$ cat src/rtl/alu_pkg.sv
// Shared types and default sizing for the ALU issue/writeback slice.
package alu_pkg;

  typedef enum logic [2:0] {
    ADD = 3'd0,
    SUB = 3'd1,
    AND = 3'd2,
    OR  = 3'd3,
    XOR = 3'd4,
    SHL = 3'd5,
    SHR = 3'd6,
    CMP = 3'd7
  } alu_op_t;

  typedef enum logic [1:0] {
    IDLE = 2'd0,
    READ = 2'd1,
    EXEC = 2'd2,
    WB   = 2'd3
  } issue_state_t;

  localparam int ALU_DATA_W  = 8;
  localparam int ALU_NREGS   = 4;
  localparam int ALU_ADDR_W  = $clog2(ALU_NREGS);
  localparam int ALU_INSTR_W = 3 + 2 * ALU_ADDR_W;

  // Instruction layout {op, rd, rs}, LSB offsets of each field.
  localparam int INSTR_RS_LSB = 0;
  localparam int INSTR_RD_LSB = ALU_ADDR_W;
  localparam int INSTR_OP_LSB = 2 * ALU_ADDR_W;

endpackage

$ cat src/rtl/reg_file.sv
// NREGS x DATA_W register file: two async read ports, one sync write port, async clear.
module reg_file #(
  parameter int DATA_W = 8,
  parameter int NREGS  = 4,
  parameter int ADDR_W = $clog2(NREGS)
) (
  input  logic              clk,
  input  logic              rst_n,
  input  logic              we_i,
  input  logic [ADDR_W-1:0] waddr_i,
  input  logic [DATA_W-1:0] wdata_i,
  input  logic [ADDR_W-1:0] raddr0_i,
  output logic [DATA_W-1:0] rdata0_o,
  input  logic [ADDR_W-1:0] raddr1_i,
  output logic [DATA_W-1:0] rdata1_o
);

  logic [DATA_W-1:0] mem_q [NREGS];

  always_ff @(posedge clk or negedge rst_n) begin
    if (!rst_n) begin
      for (int i = 0; i < NREGS; i++) mem_q[i] <= '0;
    end else if (we_i) begin
      mem_q[waddr_i] <= wdata_i;
    end
  end

  assign rdata0_o = mem_q[raddr0_i];
  assign rdata1_o = mem_q[raddr1_i];

endmodule

$ cat src/rtl/alu_issue_ctrl.sv
// Issue/writeback sequencer: IDLE -> READ -> EXEC -> WB around an external combinational ALU.
module alu_issue_ctrl
  import alu_pkg::*;
#(
  parameter int DATA_W  = ALU_DATA_W,
  parameter int NREGS   = ALU_NREGS,
  parameter int ADDR_W  = $clog2(NREGS),
  parameter int INSTR_W = 3 + 2 * ADDR_W
) (
  input  logic               clk,
  input  logic               rst_n,
  input  logic               instr_valid,
  output logic               instr_ready,
  input  logic [INSTR_W-1:0] instr,
  input  logic               ld_en,
  input  logic [ADDR_W-1:0]  ld_addr,
  input  logic [DATA_W-1:0]  ld_data,
  output logic [2:0]         alu_op,
  output logic [DATA_W-1:0]  alu_r0,
  output logic [DATA_W-1:0]  alu_r1,
  input  logic [DATA_W-1:0]  alu_result,
  output logic               done,
  output logic [DATA_W-1:0]  result,
  output logic               zero
);

  issue_state_t       state_q, state_d;
  logic [INSTR_W-1:0] instr_q;
  logic [2:0]         alu_op_q;
  logic [DATA_W-1:0]  alu_r0_q, alu_r1_q, res_q, result_q;
  logic               zero_q;

  logic [2:0]         op_w;
  logic [ADDR_W-1:0]  rd_w, rs_w;
  logic [DATA_W-1:0]  rd_data_w, rs_data_w;
  logic               accept_w;
  logic               rf_we_w;
  logic [ADDR_W-1:0]  rf_waddr_w;
  logic [DATA_W-1:0]  rf_wdata_w;

  assign op_w = instr_q[INSTR_W-1 -: 3];
  assign rd_w = instr_q[2*ADDR_W-1 -: ADDR_W];
  assign rs_w = instr_q[ADDR_W-1:0];

  assign instr_ready = (state_q == IDLE);
  assign accept_w    = instr_valid && instr_ready;
  assign done        = (state_q == WB);

  // Writeback owns the write port; a preload only lands in an idle cycle with no offer.
  assign rf_we_w    = (state_q == WB) || ((state_q == IDLE) && ld_en && !instr_valid);
  assign rf_waddr_w = (state_q == WB) ? rd_w  : ld_addr;
  assign rf_wdata_w = (state_q == WB) ? res_q : ld_data;

  reg_file #(
    .DATA_W (DATA_W),
    .NREGS  (NREGS),
    .ADDR_W (ADDR_W)
  ) u_rf (
    .clk      (clk),
    .rst_n    (rst_n),
    .we_i     (rf_we_w),
    .waddr_i  (rf_waddr_w),
    .wdata_i  (rf_wdata_w),
    .raddr0_i (rd_w),
    .rdata0_o (rd_data_w),
    .raddr1_i (rs_w),
    .rdata1_o (rs_data_w)
  );

  always_comb begin
    state_d = state_q;
    case (state_q)
      IDLE:    if (accept_w) state_d = READ;
      READ:    state_d = EXEC;
      EXEC:    state_d = WB;
      WB:      state_d = IDLE;
      default: state_d = IDLE;
    endcase
  end

  always_ff @(posedge clk or negedge rst_n) begin
    if (!rst_n) begin
      state_q  <= IDLE;
      instr_q  <= '0;
      alu_op_q <= '0;
      alu_r0_q <= '0;
      alu_r1_q <= '0;
      res_q    <= '0;
      result_q <= '0;
      zero_q   <= 1'b1;
    end else begin
      state_q <= state_d;
      if (accept_w) instr_q <= instr;
      if (state_q == READ) begin
        alu_op_q <= op_w;
        alu_r0_q <= rd_data_w;
        alu_r1_q <= rs_data_w;
      end
      if (state_q == EXEC) res_q <= alu_result;
      if (state_q == WB) begin
        result_q <= res_q;
        zero_q   <= (res_q == '0);
      end
    end
  end

  assign alu_op = alu_op_q;
  assign alu_r0 = alu_r0_q;
  assign alu_r1 = alu_r1_q;
  assign result = result_q;
  assign zero   = zero_q;

endmodule

$ cat config.mk
export PLATFORM = sky130hd
export DESIGN_NAME = alu_issue_ctrl
export DESIGN_NICKNAME = d
export VERILOG_FILES = /design/src/rtl/alu_pkg.sv /design/src/rtl/reg_file.sv /design/src/rtl/alu_issue_ctrl.sv
export SDC_FILE = /design/constraint.sdc
export NUM_CORES = 1
export LEC_CHECK = 0
export ABC_AREA = 0
export BUFFER_PORTS_ARGS = -buffer_cell sky130_fd_sc_hd__buf_2
export CAP_MARGIN = 0
export CORE_MARGIN = 1.5
export CORE_UTILIZATION = 40
export CTS_CLUSTER_DIAMETER = 120
export DETAILED_ROUTE_END_ITERATION = 8
export PLACE_DENSITY_LB_ADDON = 0.3
export SLEW_MARGIN = 20
export SYNTH_ARGS = -nofsm -noshare
export SYNTH_HDL_FRONTEND = slang
export SYNTH_SLANG_ARGS = --single-unit
export TNS_END_PERCENT = 20
$ cat constraint.sdc
create_clock -name clk -period 3.9 [get_ports clk]
set_input_delay 0.195 -clock clk [delete_from_list [all_inputs] [get_ports clk]]
set_output_delay 0.195 -clock clk [all_outputs]
set_load 0.02 [all_outputs]
Yosys cells after proc, flatten, opt, wreduce, memory -nomap -nowiden
Cells that the tools add are included.
{"block": "word_totals", "regBits": 77, "latchBits": 0, "ram_bits": 0, "mem_bits_ro": 0, "inputBits": 29, "output_inout_bits": 30, "word_cells": 44, "memories": 0}
{"block": "classes", "add_sub_neg": 0, "n_mul": 0, "n_div": 0, "order_cmp": 4, "eq_ne": 4, "shift": 0, "n_mux": 13, "bitwise_logic": 3, "reduce_logical": 8}
{"operator": "$mux W8", "n": 6}
{"operator": "$bmux W8 S2", "n": 2}
{"operator": "$bwmux W32", "n": 1}
{"operator": "$demux W8 S2", "n": 1}
{"operator": "$ge A3 B3 Y1 const B", "n": 3}
{"operator": "$not A2 Y3", "n": 3}
{"operator": "$logic_not A8 Y1", "n": 1}
{"operator": "$pmux W2 S4", "n": 1}
{"operator": "$eq A2 B2 Y1 const B", "n": 2}
{"operator": "$logic_and A1 B1 Y1", "n": 4}
{"operator": "$mux W2", "n": 2}
{"operator": "$lt A3 B1 Y1 const B", "n": 1}
{"operator": "$eq A2 B1 Y1 const B", "n": 1}
{"operator": "$logic_not A2 Y1", "n": 1}
{"operator": "$ne A2 B1 Y1 const B", "n": 1}
{"operator": "$logic_not A1 Y1", "n": 1}
{"operator": "$logic_or A1 B1 Y1", "n": 1}

Depth between registers and ports, before layout
Gate-level depths: netlist of run 1.
{"block": "logic_depth", "depth_word": 8, "mapped_depth": 6}

Modules after synthesis
Synthesis of run 1 repeated with hierarchy kept, for this count alone.
{"block": "unflattened", "cells_unflattened": 232, "area_unflattened_um2": 3510.9}
{"module": "alu_issue_ctrl", "n_inst": 1, "cells_per_inst": 144, "area_per_inst_um2": 1920.6}
{"module": "reg_file", "n_inst": 1, "cells_per_inst": 88, "area_per_inst_um2": 1590.3}

Worst setup path after synthesis of run 1
OpenSTA, ideal clock, no wires.
{"block": "synth_timing", "kind": "register to register", "from": "register state_q[0]", "to": "register u_rf.mem_q[24] in the netlist's numbering", "setup_time_ns": 0.125, "arrival_time_ns": 1.823, "t_required_ns": 3.775, "slack_ns": 1.952, "stages_incl_launch_ff": 7, "cell_sequence": "dfrtp_1 inv_1 ha_1 nand4bb_4 o32a_1 buf_6 mux2_4"}
{"block": "synth_via", "word_cells_on_any_way": 14, "classes_between": "2 x order compare; 1 x eq/ne; 5 x mux; 1 x bitwise; 5 x reduce/logical"}
{"item": "start: declaration", "line": "alu_issue_ctrl.sv:27", "text": "issue_state_t state_q, state_d;"}
{"item": "start signal: assignment", "line": "alu_issue_ctrl.sv:92", "text": "state_q <= state_d;"}
{"item": "$logic_not A2 Y1"}
{"item": "net instr_ready", "line": "alu_issue_ctrl.sv:13", "text": "output logic instr_ready,"}
{"item": "$logic_and A1 B1 Y1 (2 in series)", "line": "alu_issue_ctrl.sv:50", "text": "assign rf_we_w = (state_q == WB) || ((state_q == IDLE) && ld_en && !instr_valid);"}
{"item": "$logic_or A1 B1 Y1", "line": "alu_issue_ctrl.sv:50"}
{"item": "end signal: indexed assignment", "line": "reg_file.sv:24", "text": "mem_q[waddr_i] <= wdata_i;"}
{"item": "end: declaration", "line": "reg_file.sv:18", "text": "logic [DATA_W-1:0] mem_q [NREGS];"}
The timed path passes the listed nets, and every way through them passes these cells.
A chain may end at the register's enable or synchronous reset.

Worst setup path in the final report of run 1
{"block": "layout_timing", "from": "register state_q[0]", "to": "register u_rf.mem_q[29] in the netlist's numbering"}
{"block": "layout_via", "elab_chain_cells": 8, "word_cells_on_any_way": 14, "classes_between": "2 x order compare; 1 x eq/ne; 5 x mux; 1 x bitwise; 5 x reduce/logical"}
{"item": "$eq A2 B2 Y1", "line": "alu_issue_ctrl.sv:50, alu_issue_ctrl.sv:51, alu_issue_ctrl.sv:52"}
{"item": "$mux W2", "line": "alu_issue_ctrl.sv:51", "text": "assign rf_waddr_w = (state_q == WB) ? rd_w : ld_addr;"}
{"item": "$not A2 Y3 (not written as such)", "line": "reg_file.sv:24"}
{"item": "$ge A3 B3 Y1 (not written as such) or $lt A3 B1 Y1 (tied branches)", "line": "reg_file.sv:24"}
{"item": "$logic_and A1 B1 Y1 (not written as such)", "line": "reg_file.sv:24"}
{"item": "$mux W8 (not written as such)", "line": "reg_file.sv:24"}
{"item": "$demux W8 S2", "line": "reg_file.sv:24"}
{"item": "$bwmux W32", "line": "reg_file.sv:24"}
Parallel ways exist; a longest one is shown, timed or not.

==> impl_metrics.json, run 1 <==
{
  "io_buffer_count": 58,
  "path_cells": "ha_1, nand4bb_4, o32a_1, mux2_4",
  "antenna_found_initial": 0,
  "clock-sinks": 77,
  "grt_pass1_vias": 2231,
  "die_area_mm2": 0.009442,
  "cts.repair.resized": 0,
  "place.gp.congestion": 0.7388,
  "yosys_warnings": 0,
  "io_pins": 59,
  "yosys-mux-area-fraction_pct": 31.96,
  "synth-edff-count": 0,
  "final-seq-area_mm2": 0.001928,
  "r2r_setup_slack_ns": 1.46,
  "ys_seq_area_share_pct": 54.36,
  "drtPass1Iterations": 4,
  "period_share_pct": 62.46,
  "violations": "hold timing",
  "ctsHoldBuffers": 0,
  "syn_area_per_cell_um2": 14.90,
  "post_drt_wl_per_cell_um": 16.56,
  "p_leak_nw": 1.826,
  "via_per_inst": 5.076,
  "synthAdderAreaFrac_pct": 1.411,
  "cap_violations": 0,
  "path_class": "flip-flop to flip-flop",
  "outcome": "complete, but fails checks",
  "vdd_drop_max_uv": 424.5,
  "synthDominantCellAreaShare_pct": 53.62,
  "rsz0062_at_grt": "no",
  "yosys.area.top_type": "dfrtp_1",
  "syn_nets": 271,
  "clock_latency_ns": 0.35,
  "worstSetupStartpointType": "flip-flop",
  "synthTopCellsByCount": "dfrtp_1 (76), mux2_2 (58), inv_1 (23)",
  "ys.flop_type": "dfrtp_1",
  "synthesis.area_mm2": 0.003547,
  "critical-path-top-delay-family": "adder cells",
  "setup_viol": 0,
  "slew_headroom_pct": 32.71,
  "synth_compound_area_share_pct": 5.503,
  "arrival_ns": 2.67,
  "detail-route-antenna-nets": 0,
  "grt_use_total_pct": 15.75,
  "fp-row-count": 34,
  "setup_ws_ns": 1.464,
  "start_util_pct": 41.08,
  "hpwl_mm": 4.705,
  "grt_max_degree": 78,
  "synth-simple-area-share_pct": 2.716,
  "hold_ws_ns": -0.01500,
  "crit_buf_inv": 0,
  "setup_tns_ns": 0,
  "synthXorXnorAreaFrac_pct": 0,
  "fmax_mhz": 410.5,
  "final_nets": 329,
  "critPathMaxStageDelay_ns": 0.70,
  "routed_wl_mm": 6.772,
  "synth_cell_type_count": 23,
  "async_flop_share_pct": 100.0,
  "end_kind": "flip-flop",
  "clk_pin_slew_ns": 0.08,
  "netlist_instances": 238,
  "antenna_cells": 0,
  "required_ns": 4.14,
  "fin_skew_ns": 0.008032,
  "numCtsBuffers": 9,
  "synth.most_common_cell": "dfrtp_1",
  "power_mw": 3.856,
  "gr-total-overflow": 0,
  "multi_input_area_mm2": 0.001475,
  "hp-class": "input pin to async pin",
  "cts_root_buffer": "clkbuf_8",
  "htreeDepth": 3,
  "hold_viol": 8,
  "ys_ff_latch": 77,
  "drc": 0,
  "worstMarginPinSlew_ns": 1.009,
  "synth_top_family_by_area": "multiplexers",
  "grt_pass1_wl_mm": 11.55,
  "tritoncts": "yes",
  "syn_to_final_growth_pct": 17.04,
  "cpMaxStageDelayCell": "ha_1",
  "critPathMaxFanout": 30,
  "post-route-min-period_ns": 2.436,
  "clk_path_buf_depth": 2,
  "p_per_area_mw_per_mm2": 928.7,
  "cts_setup_buffers": 0,
  "layout-drive-gt1-share_pct": 53.49,
  "fillerInstances": 803,
  "synth_area_leaders": "dfrtp_1 (54%), mux2_2 (18%), mux4_2 (10%), mux2_4 (3.4%), o21ai_0 (2.5%)",
  "place_worst_setup_slack_ns": 1.461,
  "final_core_util_pct": 48.07,
  "drt-initial-drc-count": 67,
  "slew_violations": 0,
  "die_h_um": 97.17,
  "num_vias": 2076,
  "die_w_um": 97.17,
  "core_mm2": 0.008636
}
-- routing by layer --
layer,routed length (um),GRT usage (%),up-vias
li1,-,-,963
met1,3182,20.74,1047
met2,3126,24.58,57
met3,380,5.612,9
met4,82,4.682,0
met5,0,0,-
-- state kept, by name, indices dropped and copies added, names as in the netlist --
signal,cells
u_rf.mem_q,32
res_q,8
alu_r0,8
instr_q,7
alu_r1,8
zero,1
alu_op,3
result,8
state_q,2
-- metrics by stage --
step                cells  cell area, um^2
floorplan             238             3547
global placement      393             3918
detailed placement    393             3918
CTS                   409             4151
global route          409             4151
finish                409             4151
-- logic make-up after synthesis --
group	Yosys count
simple gates	17
fa+ha+maj	4
mux	82
compound gates	24
flops	77
buf+inv	34
-- cell usage in the layout (no fill, tap or decap) --
cell type | synthesis | final
o32a_1 | 1 | 1
o21ai_0 | 18 | 18
nand3_1 | 1 | 1
bufinv_16 | 0 | 2
nand4bb_4 | 1 | 1
ha_1 | 4 | 4
o32ai_4 | 3 | 3
mux2_4 | 8 | 8
o31ai_1 | 1 | 1
buf_2 | 4 | 57
nand2b_1 | 1 | 1
mux2_2 | 58 | 58
dfrtp_1 | 76 | 76
inv_1 | 23 | 23
clkinv_2 | 0 | 1
mux4_2 | 16 | 16
clkinv_4 | 0 | 2
clkbuf_8 | 0 | 11
dfstp_2 | 1 | 1
nor2_1 | 2 | 2
nand2_1 | 10 | 10
buf_4 | 1 | 1
a21oi_1 | 1 | 1
nor4_1 | 2 | 2
-- final timing paths --
kind / cells after the start / end / start
setup / recovery: 4 / u_rf.mem_q[29] / state_q[0]
hold / removal: 1 / state_q[1] / rst_n
setup reg to reg: 4 / u_rf.mem_q[29] / state_q[0]
hold reg to reg: 2 / zero / zero
max in group asynchronous: 1 / u_rf.mem_q[2] / rst_n
min in group clk: 2 / res_q[7] / alu_result[7]
-- power breakdown --
part	switching, mW	internal, mW	total, mW	leakage, nW
registers	0.362	1.21	1.57	0.894
logic	0.687	0.904	1.59	0.813
clock network	0.296	0.396	0.692	0.120
-- layout make-up --
| cell class | count | share of cell area (%) |
|---|---|---|
| Multi-Input combinational cell | 127 | 35.53 |
| Sequential cell | 77 | 46.44 |
| Clock inverter | 5 | 1.989 |
| Inverter | 23 | 2.080 |
| Tap cell | 108 | 3.255 |
| Clock buffer | 11 | 3.647 |
| Timing Repair Buffer | 58 | 7.052 |
No activity file was read; power rests on OpenSTA's default activity.
==> run 2, diff against run 1 <==
clock period = 2.35 ns   (was 3.9 ns; I/O delays follow)
==> impl_metrics.json, run 2 (synthesized netlist as in run 1, its figures left out) <==
{
  "clk_pin_slew_ns": 0.07,
  "place.gp.congestion": 0.7301,
  "core_mm2": 0.008636,
  "layout_common_cells": "dfrtp_1 (76), mux2_2 (58), buf_2 (57)",
  "final_cell_area_mm2": 0.004297,
  "slew_headroom_pct": 53.80,
  "io_buffer_count": 58,
  "post-route-min-period_ns": 2.116,
  "hpwl_mm": 4.727,
  "antenna_found_initial": 0,
  "numCtsBuffers": 9,
  "fillerInstances": 782,
  "required_ns": 2.58,
  "grt_pass1_wl_mm": 11.56,
  "p_per_area_mw_per_mm2": 1467,
  "fmax_mhz": 472.7,
  "grt_pass1_vias": 2275,
  "routed_wl_mm": 6.757,
  "layout_commonest_cell": "dfrtp_1",
  "hold_viol": 0,
  "slew_violations": 0,
  "grt_use_total_pct": 15.62,
  "die_area_mm2": 0.009442,
  "largest_register_ffs": 32,
  "cap_violations": 0,
  "via_per_inst": 5.042,
  "placed_area_mm2": 0.003955,
  "setup_tns_ns": 0,
  "final_nets": 349,
  "io_pins": 59,
  "syn_to_final_growth_pct": 21.13,
  "worstSetupStartpointType": "flip-flop",
  "path_cells": "ha_1, buf_4, nand2b_1, o32a_1, mux2_4",
  "clk_path_buf_depth": 2,
  "detail-route-antenna-nets": 0,
  "drt-initial-drc-count": 107,
  "die_w_um": 97.17,
  "grt_max_degree": 78,
  "cts_setup_buffers": 0,
  "end_kind": "flip-flop",
  "num_vias": 2163,
  "worstMarginPinSlew_ns": 0.6930,
  "critPathMaxStageDelay_ns": 0.60,
  "critPathMaxFanout": 29,
  "cts_root_buffer": "clkbuf_8",
  "clock_latency_ns": 0.35,
  "p_leak_nw": 1.890,
  "rsz0062_at_grt": "no",
  "htreeDepth": 3,
  "antenna_cells": 0,
  "crit_buf_inv": 1,
  "critical-path-top-delay-family": "compound AO/OA/AOI/OAI gates",
  "layout-drive-gt1-share_pct": 50.47,
  "ctsHoldBuffers": 15,
  "hp-class": "input pin to flip-flop",
  "drc": 0,
  "path_class": "flip-flop to flip-flop",
  "fin_skew_ns": 0.008960,
  "clock-sinks": 77,
  "gr-total-overflow": 0,
  "setup_viol": 0,
  "die_h_um": 97.17,
  "outcome": "finished clean",
  "period_share_pct": 90.02,
  "cpMaxStageDelayCell": "o32a_1",
  "arrival_ns": 2.34,
  "start_util_pct": 41.08,
  "post_drt_wl_per_cell_um": 15.75,
  "vdd_drop_max_uv": 562.8,
  "tritoncts": "yes",
  "top_register": "u_rf.mem_q",
  "drtPass1Iterations": 4,
  "fp-row-count": 34,
  "cts.repair.resized": 0,
  "final_core_util_pct": 49.75
}
-- run 2: worst reg2reg max path, delay by kind of cell (launching register included) --
family	cells	cell delay [ns]
AO/OA/AOI/OAI	1	0.60
adder cells (fa/ha/maj)	1	0.24
buffers and inverters	1	0.22
flip-flops	1	0.42
multiplexers	1	0.36
AND/OR/NAND/NOR	1	0.17
-- run 2: cell type report --
class / instances / area (um^2) / share of cell area (%)
clock inverters: 2 / 35.03 / 0.8154
repair buffers: 78 / 484.2 / 11.27
inverters: 23 / 86.33 / 2.009
clock buffers: 14 / 152.6 / 3.553
well taps: 108 / 135.1 / 3.145
multi-input cells: 127 / 1475 / 34.33
flip-flops and latches: 77 / 1928 / 44.87
-- run 2: path summary, 6_finish.rpt --
check                      slack [ns]        from  cells past startpoint              to
max                              0.23  state_q[0]                      5  u_rf.mem_q[30]
min                             0.009    instr[2]                      2      instr_q[2]
max reg2reg                      0.23  state_q[0]                      5  u_rf.mem_q[30]
min reg2reg                      0.47        zero                      2            zero
max in group asynchronous        1.51       rst_n                      2       alu_r0[6]
min in group asynchronous        0.34       rst_n                      2        res_q[0]
-- run 2: power breakdown --
part           leakage (nW)  switching (mW)  total [mW]  internal, mW
registers             0.894           0.515        2.53          2.01
logic                 0.901            1.24        2.79          1.56
clock network        0.0947           0.460       0.980         0.521
-- run 2: per-stage QoR --
step	instances	total power [mW]	hold WS, ns	worst slack (ns)
after floorplan	238	4.598	-0.1781	0.4017
after global placement	398	5.277	0.3355	0.2811
after detailed placement	398	5.371	0.3410	0.2607
after CTS	429	6.378	0.003604	0.2418
after global routing	429	6.734	0.01181	0.1732
final	429	6.303	0.009464	0.2344
-- run 2: layer usage --
layer	GRT usage [%]	wire length (um)
met1	20.89	3211
met2	24.48	3107
met3	5.324	359
met4	4.013	78
met5	0	0
